### src/rtl/sfixed_div_seq_pkg.sv
// sfixed_div_pkg: shared types and elaboration helpers for the sequential
// signed fixed-point divider.
//   state_e          : controller states (IDLE, DIVIDE, DONE)
//   calc_shift/iters : dividend pre-shift and iteration count
//   sat_max/sat_min  : saturation bit patterns for a w-bit signed result
package sfixed_div_pkg;

    typedef enum logic [1:0] {
        IDLE,
        DIVIDE,
        DONE
    } state_e;

    // Left shift of |num| that aligns the quotient to the output fraction.
    function automatic int calc_shift(int num_right, int den_right,
                                      int out_right);
        return out_right + den_right - num_right;
    endfunction

    // One quotient bit per dividend bit.
    function automatic int calc_iters(int num_w, int shift);
        return num_w + shift;
    endfunction

    // Largest positive value of a w-bit two's complement number.
    function automatic logic [63:0] sat_max(int w);
        return (64'd1 << (w - 1)) - 64'd1;
    endfunction

    // Most negative w-bit value; as an unsigned number it is also the
    // largest magnitude a negative result may have.
    function automatic logic [63:0] sat_min(int w);
        return 64'd1 << (w - 1);
    endfunction

endpackage

### src/rtl/sfixed_div_seq_if.sv
// sfixed_div_seq_if: operand/result handshake bundle of the divider.
// Ports (bundled signals):
//   in_valid/in_ready, num, den             : operand channel
//   out_valid/out_ready, quot, overflow,
//   div_by_zero                             : result channel
// Modports: master = requester, slave = divider.
interface sfixed_div_seq_if #(
    parameter int NUM_W = 16,
    parameter int DEN_W = 8,
    parameter int OUT_W = 16
);

    logic             in_valid;
    logic             in_ready;
    logic [NUM_W-1:0] num;
    logic [DEN_W-1:0] den;
    logic             out_valid;
    logic             out_ready;
    logic [OUT_W-1:0] quot;
    logic             overflow;
    logic             div_by_zero;

    modport master (
        output in_valid, num, den, out_ready,
        input  in_ready, out_valid, quot, overflow, div_by_zero
    );

    modport slave (
        input  in_valid, num, den, out_ready,
        output in_ready, out_valid, quot, overflow, div_by_zero
    );

endinterface

### src/rtl/sfixed_div_seq_step.sv
// sfixed_div_step: one combinational restoring-division iteration.
// Ports:
//   rem_i : partial remainder (always < |den|)
//   bit_i : next dividend bit, MSB first
//   den_i : divisor magnitude
//   rem_o : updated remainder
//   q_o   : quotient bit produced by this iteration
module sfixed_div_step #(
    parameter int DEN_W = 8
) (
    input  logic [DEN_W-1:0] rem_i,
    input  logic             bit_i,
    input  logic [DEN_W-1:0] den_i,
    output logic [DEN_W-1:0] rem_o,
    output logic             q_o
);

    logic [DEN_W:0]   trial;
    logic [DEN_W-1:0] diff;

    always_comb begin
        trial = {rem_i, bit_i};
        // When the subtraction is taken the result is below den_i, so the
        // low DEN_W bits carry it exactly.
        diff  = trial[DEN_W-1:0] - den_i;
        q_o   = (trial >= {1'b0, den_i});
        rem_o = q_o ? diff : trial[DEN_W-1:0];
    end

endmodule

### src/rtl/sfixed_div_seq.sv
// sfixed_div_seq: sequential signed fixed-point divider, one quotient bit
// per cycle, truncating toward zero with saturation and den==0 flagging.
// Ports:
//   clk   : clock, all state on the rising edge
//   reset : synchronous active-high reset
//   bus   : slave side of sfixed_div_seq_if (operands in, result out)
module sfixed_div_seq
    import sfixed_div_pkg::*;
#(
    parameter int NUM_LEFT  = 7,
    parameter int NUM_RIGHT = 8,
    parameter int DEN_LEFT  = 3,
    parameter int DEN_RIGHT = 4,
    parameter int OUT_LEFT  = 7,
    parameter int OUT_RIGHT = 8
) (
    input logic             clk,
    input logic             reset,
    sfixed_div_seq_if.slave bus
);

    localparam int NUM_W = NUM_LEFT + NUM_RIGHT + 1;
    localparam int DEN_W = DEN_LEFT + DEN_RIGHT + 1;
    localparam int OUT_W = OUT_LEFT + OUT_RIGHT + 1;
    localparam int SHIFT = calc_shift(NUM_RIGHT, DEN_RIGHT, OUT_RIGHT);
    localparam int ITERS = calc_iters(NUM_W, SHIFT);
    localparam int CNT_W = $clog2(ITERS + 1);
    localparam int CW    = ((ITERS > OUT_W) ? ITERS : OUT_W) + 1;

    localparam logic [OUT_W-1:0] Q_MAX   = OUT_W'(sat_max(OUT_W));
    localparam logic [OUT_W-1:0] Q_MIN   = OUT_W'(sat_min(OUT_W));
    localparam logic [CW-1:0]    POS_LIM = CW'(sat_max(OUT_W));
    localparam logic [CW-1:0]    NEG_LIM = CW'(sat_min(OUT_W));
    localparam logic [CNT_W-1:0] LAST    = CNT_W'(ITERS);

    if (SHIFT < 0) begin : g_bad_shift
        $error("sfixed_div_seq: OUT_RIGHT+DEN_RIGHT must be >= NUM_RIGHT");
    end

    state_e           state_q, state_d;
    logic             sign_q, sign_d;
    logic             num_neg_q, num_neg_d;
    logic             den_zero_q, den_zero_d;
    logic [DEN_W-1:0] den_mag_q, den_mag_d;
    logic [DEN_W-1:0] rem_q, rem_d;
    logic [ITERS-1:0] dq_q, dq_d;
    logic [CNT_W-1:0] cnt_q, cnt_d;
    logic [OUT_W-1:0] quot_q, quot_d;
    logic             ovf_q, ovf_d;
    logic             dbz_q, dbz_d;

    logic [NUM_W-1:0] num_mag;
    logic [DEN_W-1:0] den_mag;
    logic [DEN_W-1:0] rem_nxt;
    logic             q_bit;
    logic [CW-1:0]    q_ext;
    logic [OUT_W-1:0] q_neg;

    // |most-negative| is representable once the result is read unsigned.
    assign num_mag = bus.num[NUM_W-1] ? (~bus.num + NUM_W'(1)) : bus.num;
    assign den_mag = bus.den[DEN_W-1] ? (~bus.den + DEN_W'(1)) : bus.den;

    // dq_q doubles as dividend and quotient: dividend bits leave at the
    // top while quotient bits enter at the bottom.
    sfixed_div_step #(
        .DEN_W(DEN_W)
    ) u_step (
        .rem_i(rem_q),
        .bit_i(dq_q[ITERS-1]),
        .den_i(den_mag_q),
        .rem_o(rem_nxt),
        .q_o  (q_bit)
    );

    assign q_ext = CW'(dq_q);
    assign q_neg = OUT_W'(0) - q_ext[OUT_W-1:0];

    always_comb begin
        state_d    = state_q;
        sign_d     = sign_q;
        num_neg_d  = num_neg_q;
        den_zero_d = den_zero_q;
        den_mag_d  = den_mag_q;
        rem_d      = rem_q;
        dq_d       = dq_q;
        cnt_d      = cnt_q;
        quot_d     = quot_q;
        ovf_d      = ovf_q;
        dbz_d      = dbz_q;
        unique case (state_q)
            IDLE: begin
                if (bus.in_valid) begin
                    sign_d     = bus.num[NUM_W-1] ^ bus.den[DEN_W-1];
                    num_neg_d  = bus.num[NUM_W-1];
                    den_zero_d = (bus.den == '0);
                    den_mag_d  = den_mag;
                    rem_d      = '0;
                    dq_d       = ITERS'(num_mag) << SHIFT;
                    cnt_d      = '0;
                    state_d    = DIVIDE;
                end
            end
            DIVIDE: begin
                if (cnt_q != LAST) begin
                    rem_d = rem_nxt;
                    dq_d  = {dq_q[ITERS-2:0], q_bit};
                    cnt_d = cnt_q + CNT_W'(1);
                end else begin
                    ovf_d   = 1'b0;
                    dbz_d   = 1'b0;
                    state_d = DONE;
                    if (den_zero_q) begin
                        quot_d = num_neg_q ? Q_MIN : Q_MAX;
                        dbz_d  = 1'b1;
                    end else if (!sign_q && (q_ext > POS_LIM)) begin
                        quot_d = Q_MAX;
                        ovf_d  = 1'b1;
                    end else if (sign_q && (q_ext > NEG_LIM)) begin
                        quot_d = Q_MIN;
                        ovf_d  = 1'b1;
                    end else begin
                        quot_d = sign_q ? q_neg : q_ext[OUT_W-1:0];
                    end
                end
            end
            DONE: begin
                if (bus.out_ready) begin
                    state_d = IDLE;
                end
            end
            default: begin
                state_d = IDLE;
            end
        endcase
    end

    always_ff @(posedge clk) begin
        if (reset) begin
            state_q    <= IDLE;
            sign_q     <= 1'b0;
            num_neg_q  <= 1'b0;
            den_zero_q <= 1'b0;
            den_mag_q  <= '0;
            rem_q      <= '0;
            dq_q       <= '0;
            cnt_q      <= '0;
            quot_q     <= '0;
            ovf_q      <= 1'b0;
            dbz_q      <= 1'b0;
        end else begin
            state_q    <= state_d;
            sign_q     <= sign_d;
            num_neg_q  <= num_neg_d;
            den_zero_q <= den_zero_d;
            den_mag_q  <= den_mag_d;
            rem_q      <= rem_d;
            dq_q       <= dq_d;
            cnt_q      <= cnt_d;
            quot_q     <= quot_d;
            ovf_q      <= ovf_d;
            dbz_q      <= dbz_d;
        end
    end

    assign bus.in_ready    = (state_q == IDLE);
    assign bus.out_valid   = (state_q == DONE);
    assign bus.quot        = quot_q;
    assign bus.overflow    = ovf_q;
    assign bus.div_by_zero = dbz_q;

endmodule

### src/flat_wrapper.sv
// flat-port wrapper written by rule: the top's interface ports become plain ports
module sfixed_div_seq_flat import sfixed_div_pkg::*;
#(
    parameter int NUM_LEFT  = 7,
    parameter int NUM_RIGHT = 8,
    parameter int DEN_LEFT  = 3,
    parameter int DEN_RIGHT = 4,
    parameter int OUT_LEFT  = 7,
    parameter int OUT_RIGHT = 8
)
  (clk, reset, bus_in_valid, bus_num, bus_den, bus_out_ready, bus_in_ready, bus_out_valid, bus_quot, bus_overflow, bus_div_by_zero);
  sfixed_div_seq_if #(.NUM_W(16), .DEN_W(8), .OUT_W(16)) bus_i ();
  input logic clk;
  input logic reset;
  input wire logic [$bits(bus_i.in_valid)-1:0] bus_in_valid;
  input wire logic [$bits(bus_i.num)-1:0] bus_num;
  input wire logic [$bits(bus_i.den)-1:0] bus_den;
  input wire logic [$bits(bus_i.out_ready)-1:0] bus_out_ready;
  output wire logic [$bits(bus_i.in_ready)-1:0] bus_in_ready;
  output wire logic [$bits(bus_i.out_valid)-1:0] bus_out_valid;
  output wire logic [$bits(bus_i.quot)-1:0] bus_quot;
  output wire logic [$bits(bus_i.overflow)-1:0] bus_overflow;
  output wire logic [$bits(bus_i.div_by_zero)-1:0] bus_div_by_zero;
  assign bus_i.in_valid = bus_in_valid;
  assign bus_i.num = bus_num;
  assign bus_i.den = bus_den;
  assign bus_i.out_ready = bus_out_ready;
  assign bus_in_ready = bus_i.in_ready;
  assign bus_out_valid = bus_i.out_valid;
  assign bus_quot = bus_i.quot;
  assign bus_overflow = bus_i.overflow;
  assign bus_div_by_zero = bus_i.div_by_zero;
  sfixed_div_seq #(.NUM_LEFT(NUM_LEFT), .NUM_RIGHT(NUM_RIGHT), .DEN_LEFT(DEN_LEFT), .DEN_RIGHT(DEN_RIGHT), .OUT_LEFT(OUT_LEFT), .OUT_RIGHT(OUT_RIGHT)) u_core (.clk(clk), .reset(reset), .bus(bus_i));
endmodule
### config.mk
export PLATFORM = sky130hd
export DESIGN_NAME = sfixed_div_seq_flat
export DESIGN_NICKNAME = d
export VERILOG_FILES = /design/src/rtl/sfixed_div_seq_pkg.sv /design/src/rtl/sfixed_div_seq_if.sv /design/src/rtl/sfixed_div_seq_step.sv /design/src/rtl/sfixed_div_seq.sv /design/src/flat_wrapper.sv
export SDC_FILE = /design/constraint.sdc
export NUM_CORES = 1
export LEC_CHECK = 0
export CAP_MARGIN = 30
export CORE_ASPECT_RATIO = 1.5
export CORE_MARGIN = 8
export CORE_UTILIZATION = 55
export CTS_CLUSTER_DIAMETER = 120
export DETAILED_ROUTE_END_ITERATION = 16
export PLACE_DENSITY = 0.86
export SYNTH_ARGS = -nofsm -noshare
export SYNTH_HDL_FRONTEND = slang
export SYNTH_SLANG_ARGS = --single-unit
### constraint.sdc
create_clock -name clk -period 2.4 [get_ports clk]
set_clock_uncertainty 0.05 [all_clocks]
set_input_delay 0.48 -clock clk [delete_from_list [all_inputs] [get_ports clk]]
set_output_delay 0.48 -clock clk [all_outputs]
set_load 0.02 [all_outputs]
==> summary.txt <==
Final layout
  • Final nets: 597
  • Synth-to-Final Area Change: 22.9%
  • Antenna diodes: 0
  • Layout cells sized above 1: 10.2%

Global routing
  • Vias in the first global route: 3,797
  • Initial antenna violation count: 0
  • Largest net degree at the start of global routing: 34
  • GRT Total Usage: 20.5%
  • GRT Residual Overflow: 0
  • First-pass GRT wire length: 17,100 um

Synthesis
  • Cell taking the most area after synthesis: dfxtp_1
  • Synth warnings: 0
  • Synthesized netlist net count: 537
  • Synthesized area per cell: 7.86 um2
  • Cell Area, Synth: 3890 um2
  • Async SR Flop Fraction: 0%
  • Post-synth EDFFs: 0
  • Largest cells by area after synthesis: dfxtp_1 33%, nor2_1 6.5%, a21oi_1 5.3%
  • Register bit count reported by yosys: 64
  • Post-Synthesis Cells: 495
  • Register area share after synthesis: 32.9%
  • Ys flop type: dfxtp_1
  • Synth top area share: 32.9%
  • Yosys cell types: 59

Power
  • Net Switching: 1.07 mW
  • Cell Int Power: 2.15 mW
  • Final Power: 3.23 mW
  • Comb pwr share: 32.0%
  • LEAKAGE: 1.86 nW
  • Seq pwr share: 38.3%
  • PwrDens: 675 nW/um2
  • Clk network pwr share: 29.7%
  • VDD IR max: 0.327 mV
  • Switch share: 33.3%

Floorplanning
  • Die Span X: 84.7 um
  • Row count: 37
  • Die Height: 119 um
  • Ports: 48
  • Initial core utilization: 56.8%
  • Die area: 10,100 um2
  • CORE AREA: 6850 um2

Setup path
  • R2r setup slk: 140 ps
  • CP arrival: 2500 ps
  • R2R depth: 9
  • Kind of critical path: flop to flop
  • CP Capture Type: flop
  • Startpoint Class: flop
  • Req. time, crit path: 2640 ps
  • Crit Path Max Fanout: 3

Routing
  • DR pass1 iterations: 5
  • DR vias: 3,852
  • Via density: 6.05
  • Number of remaining DRC errors: 0
  • Final WL: 9970 um
  • 1st-iter DRT viols: 343
  • Routed len/inst: 15.7 um
  • Antenna Nets Post-Route: 0

STA
  • Final Max Slew Viols: 0
  • Slew HR: 45.6%
  • RSZ-0062 raised after global routing: no
  • Fin crit period: 2260 ps
  • Worst slew pin tran: 816 ps
  • Final period util: 94.1%
  • Hold slack final: 367 ps
  • Setup violators final: 0
  • Fmax: 443 MHz
  • Final hold viol count: 0

Clocking
  • Htree depth: 3
  • CTS tree: done
  • Clock root buffer: clkbuf_8
  • Clock buffer depth: 2
  • Hold_buf cts: 0
  • Worst-Skew Late Latency: 350 ps
  • Clock sink total: 64
  • Clock slew at reported path FFs: 70 ps
  • Num CTS Buffers: 9

Place
  • # port buffers: 47
  • DP Wirelength: 7590 um
  • GP Congestion: 0.930

Status
  • Status: finished, final reports clean

Worst hold path
  • Type of the tightest min-delay check: input port to flop
  • Hold Crit Depth: 2

Job
  • Max-cap violations: 0
cell families after synthesis:
kind of cell    share of synthesized area (%)
mux                                      2.32
compound gates                           24.4
xor+xnor                                 6.75
buf+inv                                  5.50
simple gates                             23.4
fa+ha+maj                                4.70
flops                                    32.9
final timing paths:
path                             from                  end
setup / recovery      u_core.dq_q[19]      u_core.rem_q[6]
hold reg to reg   u_core.den_mag_q[0]  u_core.den_mag_q[0]
hold / removal                  reset  u_core.den_mag_q[4]
setup reg to reg      u_core.dq_q[19]      u_core.rem_q[6]
worst max-delay path, stage by stage, from the launching register on:
cell and delay (ps):
dfxtp_1 340, inv_1 60, ha_1 240, fa_1 420, nor2b_1 180, o211a_1 170, o21ai_0 90, and3_1 190
or4_1 390, nand2_1 60
layout make-up:
| cell class | count | area [um2] |
|---|---|---|
| Fill cell | 538 | 2070 |
| Clock inverter | 2 | 37.5 |
| Tap cell | 78 | 97.6 |
| Sequential cell | 64 | 1280 |
| Clock buffer | 13 | 169 |
| Multi-Input combinational cell | 377 | 2400 |
| Inverter | 26 | 97.6 |
| Timing Repair Buffer | 77 | 694 |
layout by cell type (no fill, tap or decap), types with 2 or more instances in the layout:
master / n
nand3b_1: 4
a31oi_1: 6
xnor2_1: 13
buf_4: 29
a21oi_1: 41
inv_1: 26
nand2b_1: 4
nor4_1: 7
mux2i_1: 9
dfxtp_1: 64
a311oi_1: 4
o22ai_1: 2
a2111oi_0: 2
nand4_1: 5
and3_1: 4
a211o_1: 2
a22o_1: 2
o41ai_1: 5
or3_1: 7
a211oi_1: 26
nor3_1: 14
o2111ai_1: 2
nor2b_1: 6
or4_1: 2
nor2_1: 67
xor2_1: 17
o31ai_1: 6
clkdlybuf4s50_1: 46
o31a_1: 3
clkbuf_8: 12
a221oi_1: 2
or4_4: 2
or2_2: 2
o21ai_0: 19
o21bai_1: 2
nand2_1: 42
o21a_1: 2
ha_1: 13
nand3_1: 14
synth_stat cells (all sizes together) (7+ instances only):
master	number
clkbuf	23
a21oi	41
xnor2	13
mux2i	9
nor4	8
xor2	17
o21ai	19
inv	26
or3	8
nor2	68
dfxtp	64
nor3	14
a211oi	26
nand3	14
nand2	42
ha	13
o31ai	7
power by group through the flow:
| stage | combinational [mW] | sequential (mW) | clock [mW] |
|---|---|---|---|
| finish | 1.03 | 1.24 | 0.958 |
| CTS | 0.996 | 1.23 | 0.967 |
| global placement | 0.951 | 1.25 | 0 |
| global route | 1.14 | 1.25 | 1.02 |
| detailed placement | 0.986 | 1.26 | 0 |
| floorplan | 0.759 | 1.21 | 0 |
what timing repair did:
action | 4_1_cts | 5_1_grt
gates resized for setup | 0 | 2
setup endpoints to repair | 0 | 1
endpoints found under the hold margin | 0 | 0
buffers inserted | 0 | 0
through the flow:
step / TNS (ps) / cell area (um2) / cells / setup WS (ps) / utilization (%)
2_1_floorplan: 0 / 3890 / 495 / 278 / -
3_3_place_gp: -411 / 4560 / 622 / -197 / 66.6
3_5_place_dp: -650 / 4560 / 622 / -209 / 66.6
4_1_cts: 0 / 4770 / 637 / 97.6 / 69.6
5_1_grt: 0 / 4780 / 637 / 45.9 / 69.8
6_report: 0 / 4780 / 637 / 143 / 69.8
per-layer routing:
| layer | up-vias | track usage, % | wire length, um |
|---|---|---|---|
| li1 | 1907 | - | - |
| met2 | 94 | 36.5 | 5230 |
| met5 | - | 0 | 0 |
| met1 | 1824 | 22.2 | 4050 |
| met4 | 0 | 11.3 | 306 |
| met3 | 27 | 3.85 | 383 |
flip-flops by register name (all words and copies together) (netlist names):
signal / cells
u_core.num_neg_q: 1
u_core.cnt_q: 5
u_core.state_q: 2
u_core.bus.div_by_zero: 1
u_core.rem_q: 8
u_core.sign_q: 1
u_core.den_zero_q: 1
u_core.dq_q: 20
u_core.bus.quot: 16
u_core.den_mag_q: 8
u_core.bus.overflow: 1
Power figures use the tool's default switching activity.
